**src/rtl/quadencoderz_filt_if.sv**
```systemverilog
// Pin-side and host-side signals of the quadrature encoder block.
// The master drives encoder pins and host controls; the slave is the decoder.
interface quadencoderz_filt_if #(
  parameter int BITS     = 32,
  parameter int ERR_BITS = 8
);
  logic                a;
  logic                b;
  logic                z;
  logic                indexenable;
  logic                error_clr;
  logic                indexout;
  logic [BITS-1:0]     position;
  logic [BITS-1:0]     index_pos;
  logic                index_valid;
  logic [ERR_BITS-1:0] error_count;

  modport master (
    output a, b, z, indexenable, error_clr,
    input  indexout, position, index_pos, index_valid, error_count
  );

  modport slave (
    input  a, b, z, indexenable, error_clr,
    output indexout, position, index_pos, index_valid, error_count
  );
endinterface

```
**src/rtl/quadencoderz_filt.sv**
```systemverilog
// Quadrature A/B/Z decoder: synchronize, glitch-filter, count, index capture/clear.
// Pin change reaches the count after 2 + FILTER + 1 cycles; no backpressure (free-running).
module quadencoderz_filt #(
  parameter int BITS      = 32,
  parameter int QUAD_TYPE = 0,
  parameter int FILTER    = 3,
  parameter int ERR_BITS  = 8
) (
  input  logic               clk,
  input  logic               rst,
  quadencoderz_filt_if.slave bus
);

  typedef enum logic [1:0] {IDLE, ARMED, WAIT} idx_state_t;

  // Bit order everywhere in the input path: [2]=A, [1]=B, [0]=Z.
  logic [2:0] sync1_q, sync1_d;
  logic [2:0] sync2_q, sync2_d;
  logic [2:0] filt;
  logic [2:0] prev_q, prev_d;

  always_comb begin
    sync1_d = {bus.a, bus.b, bus.z};
    sync2_d = sync1_q;
    prev_d  = filt;
  end

  generate
    if (FILTER > 0) begin : g_filt
      localparam int CW = (FILTER > 1) ? $clog2(FILTER) : 1;
      logic [2:0]    filt_q, filt_d;
      logic [CW-1:0] run_q [3];
      logic [CW-1:0] run_d [3];

      // run counts consecutive cycles the synchronized input has disagreed with filt_q
      always_comb begin
        filt_d = filt_q;
        for (int i = 0; i < 3; i++) begin
          run_d[i] = '0;
          if (sync2_q[i] != filt_q[i]) begin
            if (run_q[i] == CW'(FILTER - 1)) begin
              filt_d[i] = sync2_q[i];
            end else begin
              run_d[i] = run_q[i] + CW'(1);
            end
          end
        end
      end

      always_ff @(posedge clk) begin
        if (rst) begin
          filt_q <= '0;
          for (int i = 0; i < 3; i++) begin
            run_q[i] <= '0;
          end
        end else begin
          filt_q <= filt_d;
          run_q  <= run_d;
        end
      end

      assign filt = filt_q;
    end else begin : g_bypass
      assign filt = sync2_q;
    end
  endgenerate

  logic [1:0] ab_now, ab_prev, ab_diff;
  logic       step, illegal, step_up, z_rise;

  assign ab_now  = filt[2:1];
  assign ab_prev = prev_q[2:1];
  assign ab_diff = ab_now ^ ab_prev;
  assign step    = ^ab_diff;
  assign illegal = &ab_diff;
  assign step_up = ab_prev[1] ^ ab_now[0];
  assign z_rise  = filt[0] & ~prev_q[0];

  idx_state_t                state_q, state_d;
  logic                      indexout_q, indexout_d;
  logic signed [BITS-1:0]    count_q, count_d;
  logic [BITS-1:0]           index_pos_q, index_pos_d;
  logic                      index_valid_q, index_valid_d;
  logic [ERR_BITS-1:0]       err_q, err_d;
  logic                      idx_clear;

  always_comb begin
    state_d       = state_q;
    idx_clear     = 1'b0;
    count_d       = count_q;
    index_pos_d   = index_pos_q;
    index_valid_d = z_rise;
    err_d         = err_q;

    case (state_q)
      IDLE:  if (bus.indexenable) state_d = ARMED;
      ARMED: begin
        if (!bus.indexenable) begin
          state_d = IDLE;
        end else if (z_rise) begin
          idx_clear = 1'b1;
          state_d   = WAIT;
        end
      end
      WAIT:    if (!bus.indexenable) state_d = IDLE;
      default: state_d = IDLE;
    endcase
    indexout_d = (state_d == ARMED);

    // Capture uses the pre-update count, so it sees neither the clear nor this cycle's step.
    if (z_rise) index_pos_d = count_q;

    if (idx_clear) begin
      count_d = '0;
    end else if (step) begin
      count_d = step_up ? count_q + BITS'(1) : count_q - BITS'(1);
    end

    if (bus.error_clr) begin
      err_d = illegal ? ERR_BITS'(1) : '0;
    end else if (illegal && (err_q != '1)) begin
      err_d = err_q + ERR_BITS'(1);
    end
  end

  always_ff @(posedge clk) begin
    if (rst) begin
      sync1_q       <= '0;
      sync2_q       <= '0;
      prev_q        <= '0;
      state_q       <= IDLE;
      indexout_q    <= 1'b0;
      count_q       <= '0;
      index_pos_q   <= '0;
      index_valid_q <= 1'b0;
      err_q         <= '0;
    end else begin
      sync1_q       <= sync1_d;
      sync2_q       <= sync2_d;
      prev_q        <= prev_d;
      state_q       <= state_d;
      indexout_q    <= indexout_d;
      count_q       <= count_d;
      index_pos_q   <= index_pos_d;
      index_valid_q <= index_valid_d;
      err_q         <= err_d;
    end
  end

  assign bus.indexout    = indexout_q;
  assign bus.position    = count_q >>> QUAD_TYPE;
  assign bus.index_pos   = index_pos_q;
  assign bus.index_valid = index_valid_q;
  assign bus.error_count = err_q;

endmodule
```
**src/flat_wrapper.sv**
```systemverilog
// flat-port wrapper written by rule: the top's interface ports become plain ports
module quadencoderz_filt_flat 
#(
  parameter int BITS      = 32,
  parameter int QUAD_TYPE = 0,
  parameter int FILTER    = 3,
  parameter int ERR_BITS  = 8
)
  (clk, rst, bus_a, bus_b, bus_z, bus_indexenable, bus_error_clr, bus_indexout, bus_position, bus_index_pos, bus_index_valid, bus_error_count);
  quadencoderz_filt_if #(.BITS(BITS), .ERR_BITS(ERR_BITS)) bus_i ();
  input  logic clk;
  input  logic rst;
  input wire logic [$bits(bus_i.a)-1:0] bus_a;
  input wire logic [$bits(bus_i.b)-1:0] bus_b;
  input wire logic [$bits(bus_i.z)-1:0] bus_z;
  input wire logic [$bits(bus_i.indexenable)-1:0] bus_indexenable;
  input wire logic [$bits(bus_i.error_clr)-1:0] bus_error_clr;
  output wire logic [$bits(bus_i.indexout)-1:0] bus_indexout;
  output wire logic [$bits(bus_i.position)-1:0] bus_position;
  output wire logic [$bits(bus_i.index_pos)-1:0] bus_index_pos;
  output wire logic [$bits(bus_i.index_valid)-1:0] bus_index_valid;
  output wire logic [$bits(bus_i.error_count)-1:0] bus_error_count;
  assign bus_i.a = bus_a;
  assign bus_i.b = bus_b;
  assign bus_i.z = bus_z;
  assign bus_i.indexenable = bus_indexenable;
  assign bus_i.error_clr = bus_error_clr;
  assign bus_indexout = bus_i.indexout;
  assign bus_position = bus_i.position;
  assign bus_index_pos = bus_i.index_pos;
  assign bus_index_valid = bus_i.index_valid;
  assign bus_error_count = bus_i.error_count;
  quadencoderz_filt #(.BITS(BITS), .QUAD_TYPE(QUAD_TYPE), .FILTER(FILTER), .ERR_BITS(ERR_BITS)) u_core (.clk(clk), .rst(rst), .bus(bus_i));
endmodule
```
**config.mk**
```make
export PLATFORM = sky130hd
export DESIGN_NAME = quadencoderz_filt_flat
export DESIGN_NICKNAME = d
export VERILOG_FILES = /design/src/rtl/quadencoderz_filt_if.sv /design/src/rtl/quadencoderz_filt.sv /design/src/flat_wrapper.sv
export SDC_FILE = /design/constraint.sdc
export NUM_CORES = 1
export LEC_CHECK = 0
export BUFFER_PORTS_ARGS = -buffer_cell sky130_fd_sc_hd__buf_2
export CAP_MARGIN = 20
export CORE_MARGIN = 10
export CORE_UTILIZATION = 40
export DETAILED_ROUTE_END_ITERATION = 10
export GPL_TIMING_DRIVEN = 0
export PLACE_DENSITY = 0.61
export SETUP_SLACK_MARGIN = 0.3
export SLEW_MARGIN = 20
export SYNTH_ARGS = -nofsm -noshare
export SYNTH_HDL_FRONTEND = slang
export SYNTH_SLANG_ARGS = --single-unit
export TNS_END_PERCENT = 10
```
**constraint.sdc**
```tcl
create_clock -name clk -period 5.8 [get_ports clk]
set_input_delay 1.16 -clock clk [delete_from_list [all_inputs] [get_ports clk]]
set_output_delay 1.16 -clock clk [all_outputs]
set_load 0.02 [all_outputs]
```
* Word level (Yosys, flattened, before mapping) *
Cells that the tools add are included.

storage, ports and cells
  flip-flop bits (word level) = 94
  output and inout bits = 74
  word-level logic and storage cells = 62

operators by class
  add/subtract/negate cells = 6
  equal/unequal tests = 10
  multiplexer cells = 12
  bitwise logic cells = 7
  reduce and logical (&&, ||, !) cells = 12

operator list
  kind                   count
  $add 32x2->32 const B  1
  $mux 32                1
  $sub 32x2->32 const B  1
  $mux 8                 2
  $reduce_or 3->1        3
  $add 8x1->8 const B    1
  $eq 2x2->1 const B     4
  $mux 2                 4
  $ne 8x8->1 const B     1
  $reduce_and 2->1       4
  $add 2x1->2 const B    3
  $pmux 2 s3             1
  $eq 2x1->1 const B     2
  $mux 1                 4
  $not 1->1              4
  $ne 1x1->1             3
  $logic_not 2->1        1
  $reduce_bool 2->1      1
  $reduce_or 2->1        1
  $reduce_xor 2->1       1
  $xor 2x2->2            1
  $and 1x1->1            1
  $logic_and 1x1->1      1
  $xor 1x1->1            1

* Logic depth before layout (Yosys ltp) *
Gate-level depths: netlist of run 1.

  word-level depth = 6
  gate-level depth with buffers = 15
  mapped depth without buffers = 10

* Least setup slack after synthesis of run 1 *
OpenSTA, ideal clock, no wires.

  path kind = register to register
  start = register u_core.g_filt.filt_q[1] (netlist: u_core.filt[1])
  end = register u_core.count_q[26] (netlist: u_core.bus.position[26])
  library setup time = 0.128 ns
  data arrival time = 3.379 ns
  slack = 2.294 ns
  stages on the path, launching flop included = 16
  path buffers = 5
  path through = dfxtp_1 xor2_1 buf_2 buf_2 buf_4 buf_2 buf_2 xnor2_1 ha_1 or4_1 o41ai_1 a221oi_1 a31oi_1 mux2i_1 xnor2_1 nor2_1

on the way
  word-level cells in the longest chain between the ends = 2
  elaborated cells between the ends (all ways) = 4

ends and longest elaborated chain
  what                                                RTL line                                           text
  from (decl)                                         quadencoderz_filt.sv:31                            logic [2:0] filt_q, filt_d;
  from (signal assigned)                              quadencoderz_filt.sv:57                            filt_q <= filt_d;
  $xor 1x1->1 / $xor 2x2->2 (equally long branches)   quadencoderz_filt.sv:76, quadencoderz_filt.sv:73
  $mux 32 / $reduce_xor 2->1 (equally long branches)  quadencoderz_filt.sv:116, quadencoderz_filt.sv:74
  to (signal assigned)                                quadencoderz_filt.sv:143                           count_q <= count_d;
  to (decl)                                           quadencoderz_filt.sv:81                            logic signed [BITS-1:0] count_q, count_d;

Parallel ways exist; a longest one is shown, timed or not.
A chain may end at the register's enable or synchronous reset.

* Worst setup path in the final report of run 1 *
  start = register u_core.g_filt.filt_q[1] (netlist: u_core.filt[1])
  end = register u_core.count_q[30] (netlist: u_core.bus.position[30])

The elaborated chain is that of the path after synthesis.

==> results of run 1 <==
-- worst min path at each step --
stage / slack [ps] / end / from / depth (start not counted)
after floorplan: 390 / u_core.g_filt.run_q[0] / u_core.g_filt.run_q[0] / 1
after CTS: 410 / u_core.g_filt.run_q[4] / u_core.g_filt.run_q[4] / 1
after detailed placement: 400 / u_core.g_filt.run_q[4] / u_core.g_filt.run_q[4] / 1
final: 410 / u_core.g_filt.run_q[4] / u_core.g_filt.run_q[4] / 1
after global routing: 440 / u_core.g_filt.run_q[2] / u_core.g_filt.run_q[2] / 1
after global placement: 400 / u_core.g_filt.run_q[4] / u_core.g_filt.run_q[4] / 1
-- where the power goes --
part           switching (uW)  internal [uW]  leakage [uW]  total [uW]
Sequential               2.36            649      0.000759         651
Combinational            30.1           16.5       0.00152        46.6
Clock                     266            392      0.000159         658
Total                     298           1060       0.00244        1360
-- cell families (layout without fill, tap and decap cells) --
logic type	after synthesis	in the layout	share of synthesized area [%]
muxes	12	12	2.395
and+or+nand+nor	317	317	31.62
DFF	94	94	37.13
buffers and inverters	61	157	4.912
xor gates and xnor gates	34	34	5.875
adders and majority gates	7	7	1.728
AOI/OAI and AO/OA	130	130	16.34
-- registers in the layout, summed over array words and instances (netlist names) --
signal / cells
u_core.bus.position: 32
u_core.sync2_q: 3
u_core.state_q: 2
u_core.bus.index_valid: 1
u_core.prev_q: 3
u_core.bus.indexout: 1
u_core.bus.index_pos: 32
u_core.g_filt.run_q: 6
u_core.filt: 3
u_core.bus.error_count: 8
u_core.sync1_q: 3
-- stage by stage --
| stage | std cells | cell area [um^2] | util [%] | power (uW) | setup WS (ps) |
|---|---|---|---|---|---|
| floorplan | 655 | 5069 | - | 697.6 | 2294 |
| global placement | 907 | 5684 | 45.41 | 711.9 | 1240 |
| detailed placement | 907 | 5684 | 45.41 | 712.5 | 1197 |
| CTS | 923 | 6013 | 48.04 | 1369 | 1150 |
| global route | 923 | 6013 | 48.04 | 1399 | 844.8 |
| finish | 923 | 6013 | 48.04 | 1356 | 1059 |
-- synthesized netlist by cell type, drive strengths merged (12+ instances only) --
library cell / count / share of area [%]
xor2: 19 / 3.3
nand4: 16 / 2.0
or4: 12 / 1.9
nand3: 17 / 1.7
nand2: 95 / 7.0
nor2: 63 / 4.7
buf: 13 / 1.4
nor3: 30 / 3.3
nor4: 17 / 2.1
clkbuf: 40 / 3.0
a21oi: 50 / 4.9
o21ai: 20 / 2.0
xnor2: 15 / 2.6
dfxtp: 94 / 37
and3: 13 / 1.6
-- routing by layer --
metal / share of wire, % / track usage, %
met3: 6.8 / 3.747
met2: 45 / 27.98
met1: 46 / 23.90
met5: 0 / 0
met4: 2.4 / 7.702
-- layout make-up --
cell class / instances / area (um^2) / area share [%]
Buffer: 53 / 219.0 / 3.641
Clock buffer: 10 / 239.0 / 3.974
Clock inverter: 6 / 90.09 / 1.498
Inverter: 8 / 30.03 / 0.4994
Multi-Input combinational cell: 500 / 2938 / 48.86
Sequential cell: 94 / 1882 / 31.29
Tap cell: 172 / 215.2 / 3.579
Timing Repair Buffer: 80 / 400.4 / 6.658
==> results.md, run 1 <==
Routing:
- The first detailed-routing pass ran for 5 iterations.
- The routed layout has 5192 vias.
- Once detail routing completed, the nets flagged for antenna violations numbered 0.
- The detailed router's first-iteration violation count is 571.
- In the routed design, unresolved DRC markers number 0.
- The total length of routed wires is 16370 um.
- Dividing the detail-routed wire length by the instance count gives 17.74 um.
- The via density per instance is 5.625.

Die:
- The placement row count is 41.
- The die width is 132.6 um.
- Pin placement for this block handled 81 I/O pins.
- The die outline area is 0.01757 mm^2.
- The overall die height is 132.6 um.
- The placeable core area is 0.01252 mm^2.
- The initial core utilization is 40.49%.

Logic synthesis:
- Counting flops with an async set or reset pin after synthesis yields a share of 0%.
- The prevailing post-synth register cell is sky130_fd_sc_hd__dfxtp_1.
- Dividing the synthesized area by the synthesized cell count gives 7.738 um^2.
- Summing every instance area after synthesis gives 0.005069 mm^2.
- The synthesized design contains 0 enable-type register cells.
- The synthesized instance count is 655.
- Counting flops and latches in the post-synthesis netlist gives 94.
- The sequential element share of the synthesized area is 37.13%.
- The total nets after synthesis is 669.
- Yosys mapped the design onto 61 distinct sky130hd cell types.
- For this run, the number of Yosys warnings is 0.

Cells and area:
- Fill cells in the final layout number 1286.
- Leaving out fill and tap cells, the most frequent cell in the layout is sky130_fd_sc_hd__nand2_1.
- The number of nets in the final layout is 760.
- The post-synthesis to final-layout area growth is 18.64%.
- The top cell types in the final layout, fill and taps aside, are 95 x sky130_fd_sc_hd__nand2_1, 94 x sky130_fd_sc_hd__dfxtp_1, 87 x sky130_fd_sc_hd__buf_2, 63 x sky130_fd_sc_hd__nor2_1, 50 x sky130_fd_sc_hd__a21oi_1.
- The repair_antennas step left the layout with diodes totalling 0.
- The share of layout cells above drive strength 1 is 16.64%.

Min path:
- The path category of the worst min-delay check is reg -> reg.

CTS:
- The worst-case clock buffer depth is 2.
- The clock tree root driver cell is sky130_fd_sc_hd__clkbuf_16.
- The number of hold buffers added after cts is 0.
- CTS saw 94 sinks.
- The clock tree synthesis step divided the H-tree into 3 levels.
- The TritonCTS clock tree is done.
- The later pin in the worst-skew pair is clocked with a latency of 350 ps.
- The number of clock buffers added by TritonCTS is 9.
- The post-CTS setup repair buffer count is 0.
- Clock-pin slew was measured on the worst setup and hold paths at 70 ps.
- The total of cells resized after clock tree synthesis is 0.

Timing:
- The final number of max-transition violations is 0.
- Counting I/O delays and the setup requirement, the final critical path takes 4741 ps.
- The transition time at the pin with the least slew margin is 861.6 ps.
- After routing, the total negative slack on setup checks comes to 0 ps.
- Setup repair after global routing left no endpoint under its margin.
- Dividing the final minimum period by the clock period gives 81.73%.
- The number of endpoints with negative hold slack in the final report is 0.
- Across the routed clock network, the largest skew measured is 9.023 ps.
- The relative max-transition margin is 42.17%.
- Across all hold checks on the routed design, the worst slack comes to 410.7 ps.
- The maximum operating frequency is 0.2109 GHz.
- The number of endpoints failing setup at the final stage is 0.

GRT:
- After global routing the overflow that remains totals 0.
- The largest net degree at the start of global routing is 17.
- The first global-routing pass estimated 26270 um of wire.
- Global routing used 18.12% of the available tracks across all layers.
- The initial antenna violation count came to 0.
- The number of global-route vias before repair came to 4940.

Worst setup path:
- The worst path required time is 6010 ps.
- For the worst setup path, the data arrival time is 4950 ps.
- The category of cells accounting for the largest share of critical-path delay is buffers and inverters.
- The most common cell type on the critical path is sky130_fd_sc_hd__buf_2.
- The critical path capture point type is a flip-flop.
- Traced cell by cell, the critical path runs through xor2_1, buf_2, buf_2, buf_4, buf_2, buf_2, xnor2_1, ha_1, or4_1, o41ai_1, a21oi_1, nand3_1, nor4b_1, o31a_1, nor3_1.
- STA classifies the critical path startpoint as a flip-flop.
- The termination of the worst setup path is u_core.bus.position[30].
- In this run the number of cells on the critical path is 15.
- In this run the critical register-to-register path is launched from u_core.filt[1].
- The largest individual stage delay along the critical path comes from the cell sky130_fd_sc_hd__o41ai_1.
- For flop-to-flop paths, the worst setup slack is 1060 ps.
- The reg-to-reg endpoint is u_core.bus.position[30].
- The critical path in this run is classified as reg -> reg.
- In this run the worst setup path begins at u_core.filt[1].
- On the worst path, the slowest cell contributes a delay of 550 ps.
- The number of cells on the worst reg-to-reg path is 15.
- The number of buffer and inverter stages on the critical path is 5.
- The peak fanout along the critical path is 10.

Place:
- The HPWL reported at the end of detailed placement is 12330 um.
- The quantity of I/O buffers inserted on ports is 80.
- The weighted congestion at the end of routability-driven global placement is 0.9351.

Power and ir drop:
- IR analysis of the VDD net gives a maximum drop of 131.5 uV.
- The total leakage power is 0.002442 uW.
- The power per cell area is 225.5 mW/mm^2.

Job:
- Across the run, the number of max-cap violations was 0.

Run status:
- The run finished with clean final reports.
Power figures use the tool's default switching activity.
==> run 2, diff against run 1 <==
--- a/config.mk
+++ b/config.mk
@@ -11,7 +11,7 @@
 export CORE_UTILIZATION = 40
 export DETAILED_ROUTE_END_ITERATION = 10
 export GPL_TIMING_DRIVEN = 0
-export PLACE_DENSITY = 0.61
+export PLACE_DENSITY = 0.63
 export SETUP_SLACK_MARGIN = 0.3
 export SLEW_MARGIN = 20
 export SYNTH_ARGS = -nofsm -noshare
==> constraint.sdc (replaced) <==
create_clock -name clk -period 4.15 [get_ports clk]
set_input_delay 0.83 -clock clk [delete_from_list [all_inputs] [get_ports clk]]
set_output_delay 0.83 -clock clk [all_outputs]
set_load 0.02 [all_outputs]
==> run 2 against run 1 <==
  * Register-to-register slack lost 700 ps
  * Sequential power grew 40%
  * Wire length grew 3.3%
  * Via count grew 0.83%
  * Count of clock-buffer cells in the layout shrank 1
  * Total power grew 40%
  * Global-route usage grew 0.68 points
  * Fmax grew 25%
  * Cell area grew 1.4%
  * Critical path type unchanged
==> results.md, run 2 (synthesis results as in run 1) <==
Run status:
- Outcome: completed (unchanged).

GRT:
- The largest net degree at the start of global routing is 18 (was 17).
- The total global-route track usage is 18.80% (was 18.12%).
- The aggregate global routing overflow is 0 (unchanged).
- The wire length of the first global-routing pass was 27100 um (was 26270 um).
- The number of global-route vias before repair is 5026 (was 4940).
- The initial antenna violation count is 0 (unchanged).

Timing:
- The final setup slack of the worst path is 361.4 ps (was 1059 ps).
- The final worst-path cycle share is 91.29% (was 81.73%).
- The transition time at the pin with the least slew margin is 892.4 ps (was 861.6 ps).
- The post-route clock skew was 6.948 ps (was 9.023 ps).
- The number of endpoints failing setup at the final stage is 0 (unchanged).
- The number of endpoints with negative hold slack in the final report is 0 (unchanged).
- The maximum operating frequency is 0.2639 GHz (was 0.2109 GHz).
- Unrepaired setup endpoints after global routing: true (was false).
- The relative max-transition margin is 40.10% (was 42.17%).
- The final number of max-transition violations came to 0 (unchanged).
- The minimum clock period after layout is 3789 ps (was 4741 ps).

Min path:
- The path category of the worst min-delay check is reg -> reg (unchanged).
- The beginning of the worst hold path is u_core.g_filt.run_q[4] (unchanged).

Power and ir drop:
- The total leakage power is 0.002464 uW (was 0.002442 uW).
- The power per cell area is 310.5 mW/mm^2 (was 225.5 mW/mm^2).
- The worst vdd rail ir drop is 151.4 uV (was 131.5 uV).
- The total chip power was 1894 uW (was 1356 uW).

CTS:
- The total CTS buffers was 9 (unchanged).
- The number of clock sinks seen by CTS is 94 (unchanged).
- The clock transition at the registers of the reported paths is 70 ps (about the same).
- The deepest level of the CTS H-tree is 3 (unchanged).
- The number of hold buffers added after cts is 0 (unchanged).
- The clock insertion delay at the later pin of the skew report is 350 ps (about the same).
- The TritonCTS clock tree is done (unchanged).
- The clock tree root driver cell is sky130_fd_sc_hd__clkbuf_16 (unchanged).
- The worst-case clock buffer depth is 2 (unchanged).

Worst setup path:
- The launch point of the critical path is u_core.filt[1] (unchanged).
- The category of cells accounting for the largest share of critical-path delay is buffers and inverters (unchanged).
- The kind of start point of the critical path is a flip-flop (unchanged).
- Cells along the critical path: xor2_4, buf_6, buf_4, buf_4, buf_6, buf_6, xnor2_1, ha_1, or4_4, o41ai_4, a221oi_1, a31oi_1, mux2i_1, xnor2_1, nor2_1 (was xor2_1, buf_2, buf_2, buf_4, buf_2, buf_2, xnor2_1, ha_1, or4_1, o41ai_1, a21oi_1, nand3_1, nor4b_1, o31a_1, nor3_1).
- The critical path data arrival time is 4010 ps (was 4950 ps).
- The number of buffer and inverter stages on the critical path is 5 (unchanged).
- The cell type of the slowest stage on the worst timing path is sky130_fd_sc_hd__or4_4 (was sky130_fd_sc_hd__o41ai_1).
- The peak fanout along the critical path came to 10 (unchanged).
- The critical path capture point type is a flip-flop (unchanged).
- The biggest cell delay along the critical path is 480 ps (was 550 ps).
- The startpoint-to-endpoint class of the critical path is reg -> reg (unchanged).
- The worst path required time is 4370 ps (was 6010 ps).
- The most common cell type on the critical path is sky130_fd_sc_hd__buf_6 (was sky130_fd_sc_hd__buf_2).
- The reg-to-reg critical path startpoint is u_core.filt[1] (unchanged).

Routing:
- The total length of routed wires is 16920 um (was 16370 um).
- The via density per instance is 5.672 (was 5.625).
- The average routed wire per standard cell is 18.33 um (was 17.74 um).
- The total DRC errors in the routed layout is 0 (unchanged).
- The post-route antenna net violation count came to 0 (unchanged).
- The length of the first detailed-routing pass in iterations is 6 (was 5).
- The total number of vias is 5235 (was 5192).
- The detailed router's first-iteration violation count came to 458 (was 571).

Cells and area:
- The final cell count without fillers is 923 (unchanged).
- The most common library cell in the layout ignoring fill and taps is sky130_fd_sc_hd__nand2_1 (unchanged).
- Most used cells in the layout excluding fill and tap cells: 95 x sky130_fd_sc_hd__nand2_1, 92 x sky130_fd_sc_hd__dfxtp_1, 83 x sky130_fd_sc_hd__buf_2, 63 x sky130_fd_sc_hd__nor2_1, 50 x sky130_fd_sc_hd__a21oi_1 (was 95 x sky130_fd_sc_hd__nand2_1, 94 x sky130_fd_sc_hd__dfxtp_1, 87 x sky130_fd_sc_hd__buf_2, 63 x sky130_fd_sc_hd__nor2_1, 50 x sky130_fd_sc_hd__a21oi_1).
- The share of layout cells above drive strength 1 is 18.11% (was 16.64%).
- The number of nets in the final layout was 760 (unchanged).
- The share of the core filled with cells is 48.72% (was 48.04%).
- The final instance area is 0.006098 mm^2 (was 0.006013 mm^2).
- The post-synthesis to final-layout area growth was 20.32% (was 18.64%).
- The antenna diode count is 0 (unchanged).

Place:
- The pre-CTS setup slack was -401.6 ps (was 1197 ps).
- The placed instance count is 907 (unchanged).
- The HPWL reported at the end of detailed placement came to 12530 um (was 12330 um).
- The quantity of I/O buffers inserted on ports is 80 (unchanged).
- The weighted congestion at the end of routability-driven global placement was 0.9333 (was 0.9351).
- The total cell area at the placement stage is 0.005684 mm^2 (unchanged).

Job:
- The number of max-cap violations is 0 (unchanged).

Die:
- The placeable core area is 0.01252 mm^2 (unchanged).
- The initial core utilization is 40.49% (unchanged).
- The number of top-level pins came to 81 (unchanged).
- The die width is 132.6 um (unchanged).
- The overall die height was 132.6 um (unchanged).
- The die outline area is 0.01757 mm^2 (unchanged).
- The placement row count came to 41 (unchanged).
==> run 2: cell types whose count changed in the layout (fill, tap and decap cells not counted), moves of 2 or more <==
| cell | delta |
|---|---|
| sky130_fd_sc_hd__dfxtp_2 | +2 |
| sky130_fd_sc_hd__buf_2 | -4 |
| sky130_fd_sc_hd__clkbuf_2 | +3 |
| sky130_fd_sc_hd__buf_6 | +3 |
| sky130_fd_sc_hd__dfxtp_1 | -2 |
| sky130_fd_sc_hd__clkbuf_1 | -3 |
==> run 2: metrics by stage <==
stage	hold slack, ps	TNS (ps)
CTS	414.8	0
global route	448.3	0
detailed placement	405.0	-1232
global placement	400.9	-1505
finish	416.3	0
floorplan	391.2	0
==> run 2: routing by layer <==
| metal | global-route usage (%) | up-vias | routed length (um) |
|---|---|---|---|
| met5 | 0 | - | 0 |
| met4 | 4.951 | 0 | 216 |
| met3 | 4.883 | 25 | 1433 |
| met2 | 30.67 | 219 | 8001 |
| met1 | 24.00 | 2475 | 7266 |
| li1 | - | 2516 | - |
==> run 2: layout make-up <==
cell class	count	area [um^2]
inverters	8	30.03
multi-input cells	500	2997
well taps	172	215.2
flip-flops and latches	94	1884
plain buffers	53	244.0
clock buffers	9	225.2
repair buffers	80	400.4
fillers	1283	6419
clock inverters	7	102.6
==> run 2: path summary, 6_finish.rpt <==
kind	endpoint	slack (ps)	cells past startpoint
worst max-delay path	u_core.bus.position[26]	360	15
worst min register to register	u_core.g_filt.run_q[4]	420	1
worst max register to register	u_core.bus.position[26]	360	15
worst min-delay path	u_core.g_filt.run_q[4]	420	1
==> run 2: report_power, final <==
part	switching, uW	total, uW	internal, uW
clock	379	916	538
sequential	3.02	910	907
combinational	43.5	67.4	23.8
total	425	1890	1470
==> run 2: timing repair <==
item,4_1_cts,5_1_grt
resized for setup,10,11
endpoints found under the setup margin,16,12
pin swaps,1,1
hold endpoints to repair,0,0
buffers inserted,0,0
==> run 2: worst register-to-register path, cell delays in order, from the launching register on <==
cell                       delay (ps)
sky130_fd_sc_hd__dfxtp_2          430
sky130_fd_sc_hd__xor2_4           200
sky130_fd_sc_hd__buf_6            180
sky130_fd_sc_hd__buf_4            200
sky130_fd_sc_hd__buf_4            230
sky130_fd_sc_hd__buf_6            190
sky130_fd_sc_hd__buf_6            190
sky130_fd_sc_hd__xnor2_1           80
sky130_fd_sc_hd__ha_1             230
sky130_fd_sc_hd__or4_4            480
sky130_fd_sc_hd__o41ai_4          340
sky130_fd_sc_hd__a221oi_1         120
sky130_fd_sc_hd__a31oi_1          310
sky130_fd_sc_hd__mux2i_1          260
sky130_fd_sc_hd__xnor2_1          140
sky130_fd_sc_hd__nor2_1            60
==> run 3, diff against run 2 <==
--- a/config.mk
+++ b/config.mk
@@ -8,10 +8,10 @@
 export BUFFER_PORTS_ARGS = -buffer_cell sky130_fd_sc_hd__buf_2
 export CAP_MARGIN = 20
 export CORE_MARGIN = 10
-export CORE_UTILIZATION = 40
+export CORE_UTILIZATION = 51
 export DETAILED_ROUTE_END_ITERATION = 10
 export GPL_TIMING_DRIVEN = 0
-export PLACE_DENSITY = 0.63
+export PLACE_DENSITY = 0.77
 export SETUP_SLACK_MARGIN = 0.3
 export SLEW_MARGIN = 20
 export SYNTH_ARGS = -nofsm -noshare
==> constraint.sdc (replaced) <==
create_clock -name clk -period 4.15 [get_ports clk]
set_input_delay 0.83 -clock clk [delete_from_list [all_inputs] [get_ports clk]]
set_output_delay 0.83 -clock clk [all_outputs]
set_load 0.01 [all_outputs]
==> run 3 against run 2 <==
  * Sequential share of layout area grew 0.72 points
  * Sequential power is essentially flat
  * Register-to-register slack gained 110 ps
  * Non-clock buffer count is the same
  * Via count grew 0.32%
  * Sequential cell count is the same
  * Highest routed layer unchanged
  * Cell count shrank 4.2%
  * Worst setup slack gained 110 ps
  * Clock skew grew 7.0 ps
  * Die area shrank 18%
  * Critical path depth shrank 3
  * Combinational power shrank 3%
==> results.md, run 3 (synthesis results as in run 1) <==
CTS:
- The clock tree root driver cell is sky130_fd_sc_hd__clkbuf_8 (was sky130_fd_sc_hd__clkbuf_16).
- The TritonCTS clock tree is done (unchanged).
- The worst-case clock buffer depth was 2 (unchanged).
- The post-CTS setup repair buffer count was 0 (unchanged).
- The number of hold buffers added after cts was 0 (unchanged).
- The total CTS buffers is 9 (unchanged).
- The number of clock sinks seen by CTS is 94 (unchanged).
- The deepest level of the CTS H-tree was 3 (unchanged).
- The clock transition at the registers of the reported paths was 100 ps (was 70 ps).
- The clock insertion delay at the later pin of the skew report was 400 ps (was 350 ps).

Worst setup path:
- The worst path required time is 4470 ps (was 4370 ps).
- The reg-to-reg critical path startpoint is u_core.prev_q[2] (was u_core.filt[1]).
- The peak fanout along the critical path is 10 (unchanged).
- The critical path data arrival time is 4000 ps (was 4010 ps).
- The launch point of the critical path was u_core.prev_q[2] (was u_core.filt[1]).
- The worst reg-to-reg path cell count is 12 (was 15).
- The startpoint-to-endpoint class of the critical path is reg -> reg (unchanged).
- The register-to-register setup slack is 470 ps (was 360 ps).
- The kind of start point of the critical path is a flip-flop (unchanged).
- The critical path capture point type is a flip-flop (unchanged).

Job:
- The number of max-cap violations is 0 (unchanged).

Routing:
- The total DRC errors in the routed layout is 0 (unchanged).
- The average routed wire per standard cell is 18.25 um (was 18.33 um).
- The total number of vias is 5252 (was 5235).
- The length of the first detailed-routing pass in iterations is 5 (was 6).
- The post-route antenna net violation count is 0 (unchanged).
- The detailed router's first-iteration violation count is 536 (was 458).
- The total length of routed wires was 16140 um (was 16920 um).
- The via density per instance is 5.941 (was 5.672).

Die:
- The number of top-level pins is 81 (unchanged).
- The die width is 119.7 um (was 132.6 um).
- The overall die height is 119.7 um (was 132.6 um).
- The placement row count was 36 (was 41).
- The die outline area was 0.01433 mm^2 (was 0.01757 mm^2).
- The initial core utilization came to 52.10% (was 40.49%).
- The placeable core area is 0.009729 mm^2 (was 0.01252 mm^2).

Timing:
- The maximum operating frequency is 0.2717 GHz (was 0.2639 GHz).
- The final setup slack of the worst path is 469.8 ps (was 361.4 ps).
- The final worst-path cycle share is 88.68% (was 91.29%).
- The number of endpoints with negative hold slack in the final report is 0 (unchanged).
- The post-route setup TNS is 0 ps (unchanged).
- Unrepaired setup endpoints after global routing: false (was true).
- The final number of max-transition violations came to 0 (unchanged).
- The transition time at the pin with the least slew margin is 858.6 ps (was 892.4 ps).
- The worst hold margin was 421.0 ps (was 416.3 ps).
- The minimum clock period after layout is 3680 ps (was 3789 ps).
- The number of endpoints failing setup at the final stage is 0 (unchanged).
- The relative max-transition margin is 42.37% (was 40.10%).
- The post-route clock skew came to 13.95 ps (was 6.948 ps).

Cells and area:
- The count of filler cells inserted in the layout is 910 (was 1283).
- Most used cells in the layout excluding fill and tap cells: 95 x sky130_fd_sc_hd__nand2_1, 92 x sky130_fd_sc_hd__dfxtp_1, 83 x sky130_fd_sc_hd__buf_2, 63 x sky130_fd_sc_hd__nor2_1, 50 x sky130_fd_sc_hd__a21oi_1 (unchanged).
- The share of layout cells above drive strength 1 is 17.84% (was 18.11%).
- The antenna diode count was 0 (unchanged).
- The post-synthesis to final-layout area growth came to 17.72% (was 20.32%).
- The most common library cell in the layout ignoring fill and taps is sky130_fd_sc_hd__nand2_1 (unchanged).
- The share of the core filled with cells came to 61.33% (was 48.72%).
- The number of nets in the final layout is 760 (unchanged).
- The final instance area is 0.005967 mm^2 (was 0.006098 mm^2).

Place:
- The HPWL reported at the end of detailed placement is 12010 um (was 12530 um).
- The quantity of I/O buffers inserted on ports is 80 (unchanged).
- The total cell area at the placement stage is 0.005635 mm^2 (was 0.005684 mm^2).
- The pre-CTS setup slack is -459.7 ps (was -401.6 ps).
- The weighted congestion at the end of routability-driven global placement is 0.9661 (was 0.9333).

Power and ir drop:
- The power per cell area is 286.2 mW/mm^2 (was 310.5 mW/mm^2).
- The total leakage power is 0.002419 uW (was 0.002464 uW).
- The worst vdd rail ir drop came to 254.7 uV (was 151.4 uV).

GRT:
- The largest net degree at the start of global routing came to 17 (was 18).
- The total global-route track usage came to 22.04% (was 18.80%).
- The met1 global-route usage is 27.42% (was 24.00%).
- The busiest layer in global routing was met2 (unchanged).
- The routing usage on met2 is 34.97% (was 30.67%).
- The wire length of the first global-routing pass came to 25760 um (was 27100 um).
- The number of global-route vias before repair is 4951 (was 5026).
- The aggregate global routing overflow is 0 (unchanged).
- The met3 track utilization from global routing is 7.314% (was 4.883%).
- The initial antenna violation count is 0 (unchanged).

Run status:
- Outcome: completed (unchanged).

Min path:
- The beginning of the worst hold path is u_core.g_filt.run_q[4] (unchanged).
- The hold-critical path depth is 1 (unchanged).
- The path category of the worst min-delay check was reg -> reg (unchanged).
## run 3: worst paths after layout
check,endpoint
setup / recovery,u_core.bus.position[27]
hold reg to reg,u_core.g_filt.run_q[4]
hold / removal,u_core.g_filt.run_q[4]
setup reg to reg,u_core.bus.position[27]
## run 3: timing repair
item / 4_1_cts / 5_1_grt
gates resized for setup: 10 / 11
endpoints found under the setup margin: 15 / 12
pin swaps: 0 / 2
## run 3: area by class of cell
class	instances	area, um^2	share of cell area [%]
multi-input cells	500	2999	50.26
flip-flops and latches	94	1887	31.62
repair buffers	80	400.4	6.710
plain buffers	53	246.5	4.131
well taps	133	166.4	2.789
clock buffers	11	151.4	2.537
clock inverters	5	86.33	1.447
inverters	8	30.03	0.5033
## run 3: metrics by stage
step	instances	power [uW]
after floorplan	655	973.9
after CTS	884	1716
after detailed placement	868	994.3
after global placement	868	992.6
after global routing	884	1757
final	884	1708
## run 3: metal layers
metal	wire, um	up-vias
met4	349	0
met5	0	-
met2	7420	255
li1	-	2508
met1	6729	2454
met3	1637	35
## run 3: critical path, cell delays in order, from the launching register on
cell                       delay (ps)
sky130_fd_sc_hd__dfxtp_2          360
sky130_fd_sc_hd__xor2_4           190
sky130_fd_sc_hd__inv_2            170
sky130_fd_sc_hd__buf_2            300
sky130_fd_sc_hd__clkbuf_2         310
sky130_fd_sc_hd__clkbuf_2         360
sky130_fd_sc_hd__ha_1             230
sky130_fd_sc_hd__clkbuf_1         340
sky130_fd_sc_hd__o21ai_1          220
sky130_fd_sc_hd__nor4_2           330
sky130_fd_sc_hd__o22ai_1          190
sky130_fd_sc_hd__or4_1            490
sky130_fd_sc_hd__o211ai_1         100
## run 3: report_power, final
| part | internal, uW | switching (uW) | leakage, uW | total, uW |
|---|---|---|---|---|
| clock | 378 | 355 | 0.000121 | 733 |
| combinational | 23.8 | 41.8 | 0.00154 | 65.6 |
| sequential | 906 | 3.17 | 0.000760 | 909 |
| total | 1310 | 400 | 0.00242 | 1710 |
